## src/rtl/div_pkg.sv

```systemverilog
// Shared types and constants for the sequential restoring divider.
package div_pkg;

  localparam int unsigned DIV_DATA_W = 32;

  typedef enum logic [1:0] {
    S_IDLE = 2'd0,
    S_RUN  = 2'd1,
    S_DONE = 2'd2
  } div_state_e;

  // Quotient reported when the divisor is zero. It is sign-extended to the instance width.
  localparam logic [DIV_DATA_W-1:0] DIV_ZERO_QUOT = '1;

endpackage

```

## src/rtl/seq_restoring_div_if.sv

```systemverilog
// Start/busy/done handshake and operand/result bus of the restoring divider.
interface seq_restoring_div_if #(
  parameter int unsigned DATA_W = 32
);

  logic              start;
  logic [DATA_W-1:0] dividend;
  logic [DATA_W-1:0] divisor;
  logic              busy;
  logic              done;
  logic [DATA_W-1:0] quotient;
  logic [DATA_W-1:0] remainder;
  logic              div_by_zero;

  // Operand-load side: issues requests and consumes results.
  modport master (
    output start, dividend, divisor,
    input  busy, done, quotient, remainder, div_by_zero
  );

  // Divider side.
  modport slave (
    input  start, dividend, divisor,
    output busy, done, quotient, remainder, div_by_zero
  );

endinterface

```

## src/rtl/div_sign_chk.sv

```systemverilog
// Sign checker for the trial subtraction: flags a negative or non-negative trial value.
module div_sign_chk #(
  parameter int unsigned DATA_W = 32
) (
  input  logic [DATA_W:0] trial,
  output logic            neg,
  output logic            pos
);

  // Exactly one of neg/pos is high for any trial value.
  always_comb begin
    neg = ($signed(trial) < $signed((DATA_W + 1)'(0)));
    pos = !neg;
  end

endmodule

```

## src/rtl/seq_restoring_div.sv

```systemverilog
// Sequential unsigned restoring divider, one quotient bit per clock.
module seq_restoring_div
  import div_pkg::*;
#(
  parameter int unsigned DATA_W = DIV_DATA_W,
  parameter int unsigned CNT_W  = 6
) (
  input logic                clk,
  input logic                rst,
  seq_restoring_div_if.slave bus
);

  div_state_e        state_q, state_d;
  logic [DATA_W:0]   a_q, a_d;
  logic [DATA_W-1:0] q_q, q_d;
  logic [DATA_W-1:0] m_q, m_d;
  logic [CNT_W-1:0]  count_q, count_d;
  logic [DATA_W-1:0] quotient_q, quotient_d;
  logic [DATA_W-1:0] remainder_q, remainder_d;
  logic              div_by_zero_q, div_by_zero_d;

  logic [DATA_W:0]   shifted;
  logic [DATA_W:0]   trial;
  logic              neg;
  logic              pos;

  // Shift A:Q left by one and trial-subtract the zero-extended divisor.
  always_comb begin
    // A's top bit is always 0 between iterations, so dropping it loses nothing.
    shifted = (DATA_W + 1)'({a_q, q_q[DATA_W-1]});
    trial   = shifted - {1'b0, m_q};
  end

  div_sign_chk #(
    .DATA_W (DATA_W)
  ) u_sign_chk (
    .trial (trial),
    .neg   (neg),
    .pos   (pos)
  );

  // Control FSM next-state and datapath updates.
  always_comb begin
    state_d       = state_q;
    a_d           = a_q;
    q_d           = q_q;
    m_d           = m_q;
    count_d       = count_q;
    quotient_d    = quotient_q;
    remainder_d   = remainder_q;
    div_by_zero_d = div_by_zero_q;

    unique case (state_q)
      S_IDLE: begin
        if (bus.start) begin
          if (bus.divisor != '0) begin
            a_d     = '0;
            q_d     = bus.dividend;
            m_d     = bus.divisor;
            count_d = CNT_W'(DATA_W);
            state_d = S_RUN;
          end else begin
            quotient_d    = DATA_W'($signed(DIV_ZERO_QUOT));
            remainder_d   = bus.dividend;
            div_by_zero_d = 1'b1;
            state_d       = S_DONE;
          end
        end
      end

      S_RUN: begin
        unique case ({neg, pos})
          2'b01: begin
            a_d = trial;
            q_d = {q_q[DATA_W-2:0], 1'b1};
          end
          2'b10: begin
            a_d = shifted;
            q_d = {q_q[DATA_W-2:0], 1'b0};
          end
          default: begin
            a_d = shifted;
            q_d = {q_q[DATA_W-2:0], 1'b0};
          end
        endcase
        count_d = count_q - CNT_W'(1);
        if (count_q == CNT_W'(1)) begin
          quotient_d    = q_d;
          remainder_d   = a_d[DATA_W-1:0];
          div_by_zero_d = 1'b0;
          state_d       = S_DONE;
        end
      end

      S_DONE: begin
        state_d = S_IDLE;
      end

      default: begin
        state_d = S_IDLE;
      end
    endcase
  end

  // State and datapath registers; reset aborts any operation in flight.
  always_ff @(posedge clk or posedge rst) begin
    if (rst) begin
      state_q       <= S_IDLE;
      a_q           <= '0;
      q_q           <= '0;
      m_q           <= '0;
      count_q       <= '0;
      quotient_q    <= '0;
      remainder_q   <= '0;
      div_by_zero_q <= 1'b0;
    end else begin
      state_q       <= state_d;
      a_q           <= a_d;
      q_q           <= q_d;
      m_q           <= m_d;
      count_q       <= count_d;
      quotient_q    <= quotient_d;
      remainder_q   <= remainder_d;
      div_by_zero_q <= div_by_zero_d;
    end
  end

  // Handshake flags decode directly from the state.
  always_comb begin
    bus.busy        = (state_q != S_IDLE);
    bus.done        = (state_q == S_DONE);
    bus.quotient    = quotient_q;
    bus.remainder   = remainder_q;
    bus.div_by_zero = div_by_zero_q;
  end

endmodule

```

## src/flat_wrapper.sv

```systemverilog
// flat-port wrapper written by rule: the top's interface ports become plain ports
module seq_restoring_div_flat import div_pkg::*;
#(
  parameter int unsigned DATA_W = DIV_DATA_W,
  parameter int unsigned CNT_W  = 6
)
  (clk, rst, bus_start, bus_dividend, bus_divisor, bus_busy, bus_done, bus_quotient, bus_remainder, bus_div_by_zero);
  seq_restoring_div_if #(.DATA_W(DATA_W)) bus_i ();
  input logic clk;
  input logic rst;
  input wire logic [$bits(bus_i.start)-1:0] bus_start;
  input wire logic [$bits(bus_i.dividend)-1:0] bus_dividend;
  input wire logic [$bits(bus_i.divisor)-1:0] bus_divisor;
  output wire logic [$bits(bus_i.busy)-1:0] bus_busy;
  output wire logic [$bits(bus_i.done)-1:0] bus_done;
  output wire logic [$bits(bus_i.quotient)-1:0] bus_quotient;
  output wire logic [$bits(bus_i.remainder)-1:0] bus_remainder;
  output wire logic [$bits(bus_i.div_by_zero)-1:0] bus_div_by_zero;
  assign bus_i.start = bus_start;
  assign bus_i.dividend = bus_dividend;
  assign bus_i.divisor = bus_divisor;
  assign bus_busy = bus_i.busy;
  assign bus_done = bus_i.done;
  assign bus_quotient = bus_i.quotient;
  assign bus_remainder = bus_i.remainder;
  assign bus_div_by_zero = bus_i.div_by_zero;
  seq_restoring_div #(.DATA_W(DATA_W), .CNT_W(CNT_W)) u_core (.clk(clk), .rst(rst), .bus(bus_i));
endmodule
```

## config.mk

```make
export PLATFORM = sky130hd
export DESIGN_NAME = seq_restoring_div_flat
export DESIGN_NICKNAME = d
export VERILOG_FILES = /design/src/rtl/div_pkg.sv /design/src/rtl/seq_restoring_div_if.sv /design/src/rtl/div_sign_chk.sv /design/src/rtl/seq_restoring_div.sv /design/src/flat_wrapper.sv
export SDC_FILE = /design/constraint.sdc
export NUM_CORES = 1
export LEC_CHECK = 0
export ABC_AREA = 1
export CORE_MARGIN = 1
export CORE_UTILIZATION = 50
export CTS_CLUSTER_SIZE = 28
export DETAILED_ROUTE_END_ITERATION = 16
export PLACE_DENSITY = 0.74
export SETUP_SLACK_MARGIN = 0.5
export SYNTH_ARGS = -nofsm -noshare
export SYNTH_HDL_FRONTEND = slang
export SYNTH_SLANG_ARGS = --single-unit
```

## constraint.sdc

```tcl
create_clock -name clk -period 4.6 [get_ports clk]
set_input_delay 0.46 -clock clk [delete_from_list [all_inputs] [get_ports clk]]
set_output_delay 0.46 -clock clk [all_outputs]
set_load 0.03 [all_outputs]
```

==> results.toml <==
[status]
status = "finished, final reports clean"

[critical_path]
crit_required_ns = 4.96
worst_setup_path_start_kind = "input pin"
criticalPathCategory = "in -> reg"
reg2reg_depth = 17
reg2reg_to = "u_core.bus.remainder[28]$_DFFE_PP0P_"
worstSetupEndpointType = "flip-flop"
cp_data_arrival_time_ns = 3.15
crit_path_max_fanout = 42
path_cells = "clkdlybuf4s50_1, nor2_1, nand2_1, nor2_1, nand4_1, nand2_1, nand2_1, buf_4, inv_2, buf_4, nor2_1, a21oi_1"
reg2reg_from = "u_core.q_q[31]$_DFFE_PP0P_"
ff2ff_setup_slack_ns = 1.96
crit_slowest_cell = "inv_2"
max_stage_delay_ns = 0.49

[floorplanning]
die_x_um = 149
core_area_um2 = 21100
die_area_um2 = 22200
fp.dieH_um = 149
rows = 53
start_util_pct = 51.1
ioPinCount = 134

[timing]
clock_skew_ns = 0.0141
hold_violations = 0
relSlewSlack_pct = 31.8
final_max_slew_viol_count = 0
holdWs_ns = 0.488
worst_pin_slew_ns = 1.02
setup_viol = 0
finalCritPeriodShare_pct = 60.7
fmax_ghz = 0.358
rsz0062_at_grt = "no"
setup_slack_ns = 1.81
final.setup.tns_ns = 0
period_minus_slack_ns = 2.79

[synthesis]
seq_area_frac_synth_pct = 39.2
ys_warn_count = 0
ys_types = 39
syn-cell-area_um2 = 10800
synth_area_per_cell_um2 = 7.48
synthFlopType = "dfrtp_1"
synth_nets = 1544
yosys_register_bits = 169
synthArstFlopShare_pct = 100
netlist_instances = 1442
synth-edff-count = 0

[global_routing]
grt_pass1_wl_um = 46000
grt.overflow.total = 0
grt_max_degree = 170
antenna_found_initial = 0
grt_pass1_vias = 9075
grt_usage_pct = 26.9

[layout]
multi_input_area_um2 = 5240
layout_commonest_cell = "nand2_1"
drive_above_1_share_pct = 11.7
final_cell_mix = "nand2_1 (411), inv_1 (242), dfrtp_1 (169)"
ff_latch_area_um2 = 4230
fillers = 2008
diodes = 0
nets = 1651
syn2layout_area_growth_pct = 18.4

[drt]
drt_wl_total_um = 28200
wl_per_cell_um = 15.3
vias = 9363
drtIter0Drc = 635
via_per_inst = 5.10
dr.pass1.iters = 7
drc = 0
postRouteAntennaNets = 0

[cts]
cts_buffers = 17
cts.hold.buffers_added = 0
postCtsSetupRepairBufs = 0
root_buffer = "clkbuf_16"
clock-sinks = 169
cts_tree = "yes"
clk_pin_slew_ns = 0.07
htreeDepth = 4
clock_latency_ns = 0.44
cts_resized = 0
clockBufferDepth = 2

[flow_run]
max_cap_viol_count = 0

[min_path]
hold_depth = 2
hold_path.class = "reg -> reg"
hold-path-endpoint = "u_core.m_q[0]$_DFFE_PP0P_"
min_from = "u_core.m_q[0]$_DFFE_PP0P_"

[power]
swShare_pct = 25.4
ir_drop_mv = 0.236
finalPower_w = 0.00305
pwr-share-comb_pct = 3.4
leakage_nw = 6.77
power.density_nw_per_um2 = 239
clkPwrFrac_pct = 47.9
p_seq_share_pct = 48.7
switching_power_w = 0.000776
intPower_w = 0.00227

[placement]
port_buffers = 133
dp_hpwl_um = 21100
dp_slack_ns = 1.35
place.gp.congestion = 0.886
==> stage by stage <==
stage,std cells,instance area (um2),util (%)
after global placement,1805,12200,57.7
after global routing,1837,12800,60.5
after detailed placement,1805,12200,57.7
after CTS,1837,12800,60.5
after floorplan,1442,10800,-
final,1837,12800,60.5
==> layout make-up <==
cell class / instances / share of cell area [%]
Clock buffer: 17 / 3.33
Clock inverter: 15 / 1.37
Inverter: 251 / 7.41
Multi-Input combinational cell: 968 / 41.0
Sequential cell: 169 / 33.1
Tap cell: 275 / 2.70
Timing Repair Buffer: 142 / 11.1
==> logic make-up after synthesis <==
group | after synthesis | share of synthesized area, %
XOR/XNOR | 18 | 1.46
buffers and inverters | 305 | 12.4
adder cells (fa/ha/maj) | 35 | 4.13
flip-flops | 169 | 39.2
AO/OA/AOI/OAI | 175 | 8.91
AND/OR/NAND/NOR | 740 | 33.9
==> per-layer routing <==
metal / track usage, % / up-vias / wire, um
li1: - / 4717 / -
met1: 35.0 / 4332 / 12500
met2: 45.0 / 261 / 13400
met3: 3.76 / 53 / 1240
met4: 10.9 / 0 / 1010
met5: 0 / - / 0
==> cells in the mapped netlist (3+ instances only) <==
| cell type | n | area (um2) |
|---|---|---|
| o21ai_0 | 73 | 365 |
| nor2_1 | 92 | 345 |
| clkbuf_8 | 6 | 82.6 |
| or2_1 | 11 | 68.8 |
| nand3_2 | 87 | 871 |
| nor3_1 | 7 | 35.0 |
| nand3_1 | 76 | 380 |
| buf_2 | 10 | 50.1 |
| ha_1 | 34 | 425 |
| xor2_1 | 18 | 158 |
| and2_1 | 4 | 25.0 |
| o221ai_1 | 14 | 123 |
| nor2_2 | 3 | 18.8 |
| nand2_2 | 7 | 43.8 |
| nand4_1 | 10 | 62.6 |
| o22ai_1 | 3 | 18.8 |
| nand2_4 | 5 | 56.3 |
| dfrtp_1 | 169 | 4230 |
| nand2_1 | 411 | 1540 |
| buf_12 | 5 | 100 |
| clkbuf_1 | 26 | 97.6 |
| inv_1 | 244 | 916 |
| inv_2 | 6 | 22.5 |
| or2_2 | 23 | 144 |
| a21oi_1 | 78 | 390 |
==> power by group through the flow <==
stage / combinational [W] / clock, W / sequential, W
3_3_place_gp: 0.000107 / 0 / 0.00151
2_1_floorplan: 0.0000261 / 0 / 0.00151
4_1_cts: 0.000107 / 0.00148 / 0.00148
6_report: 0.000104 / 0.00146 / 0.00148
5_1_grt: 0.000116 / 0.00154 / 0.00148
3_5_place_dp: 0.000107 / 0 / 0.00151
==> how the worst max path moves through the flow <==
stage	startpoint	to
after floorplan	rst	u_core.a_q[0]$_DFFE_PP0P_
after global placement	bus_divisor[17]	u_core.bus.quotient[25]$_DFFE_PP0P_
after detailed placement	bus_divisor[17]	u_core.bus.quotient[25]$_DFFE_PP0P_
after CTS	bus_divisor[17]	u_core.bus.quotient[25]$_DFFE_PP0P_
after global routing	bus_divisor[23]	u_core.bus.quotient[30]$_DFFE_PP0P_
final	bus_divisor[17]	u_core.bus.quotient[25]$_DFFE_PP0P_
==> worst max-delay path, delay by kind of cell <==
family          cells  cell delay (ns)
buf+inv             4             1.55
compound gates      1             0.13
simple gates        7             0.99
==> sequential cells by signal, summed over array words and instances (netlist names) <==
signal / flops
u_core.q_q: 32
u_core.bus.quotient: 32
u_core.state_q: 2
u_core.bus.remainder: 32
u_core.bus.div_by_zero: 1
u_core.count_q: 6
u_core.a_q: 32
u_core.m_q: 32
No activity file was read; power rests on OpenSTA's default activity.
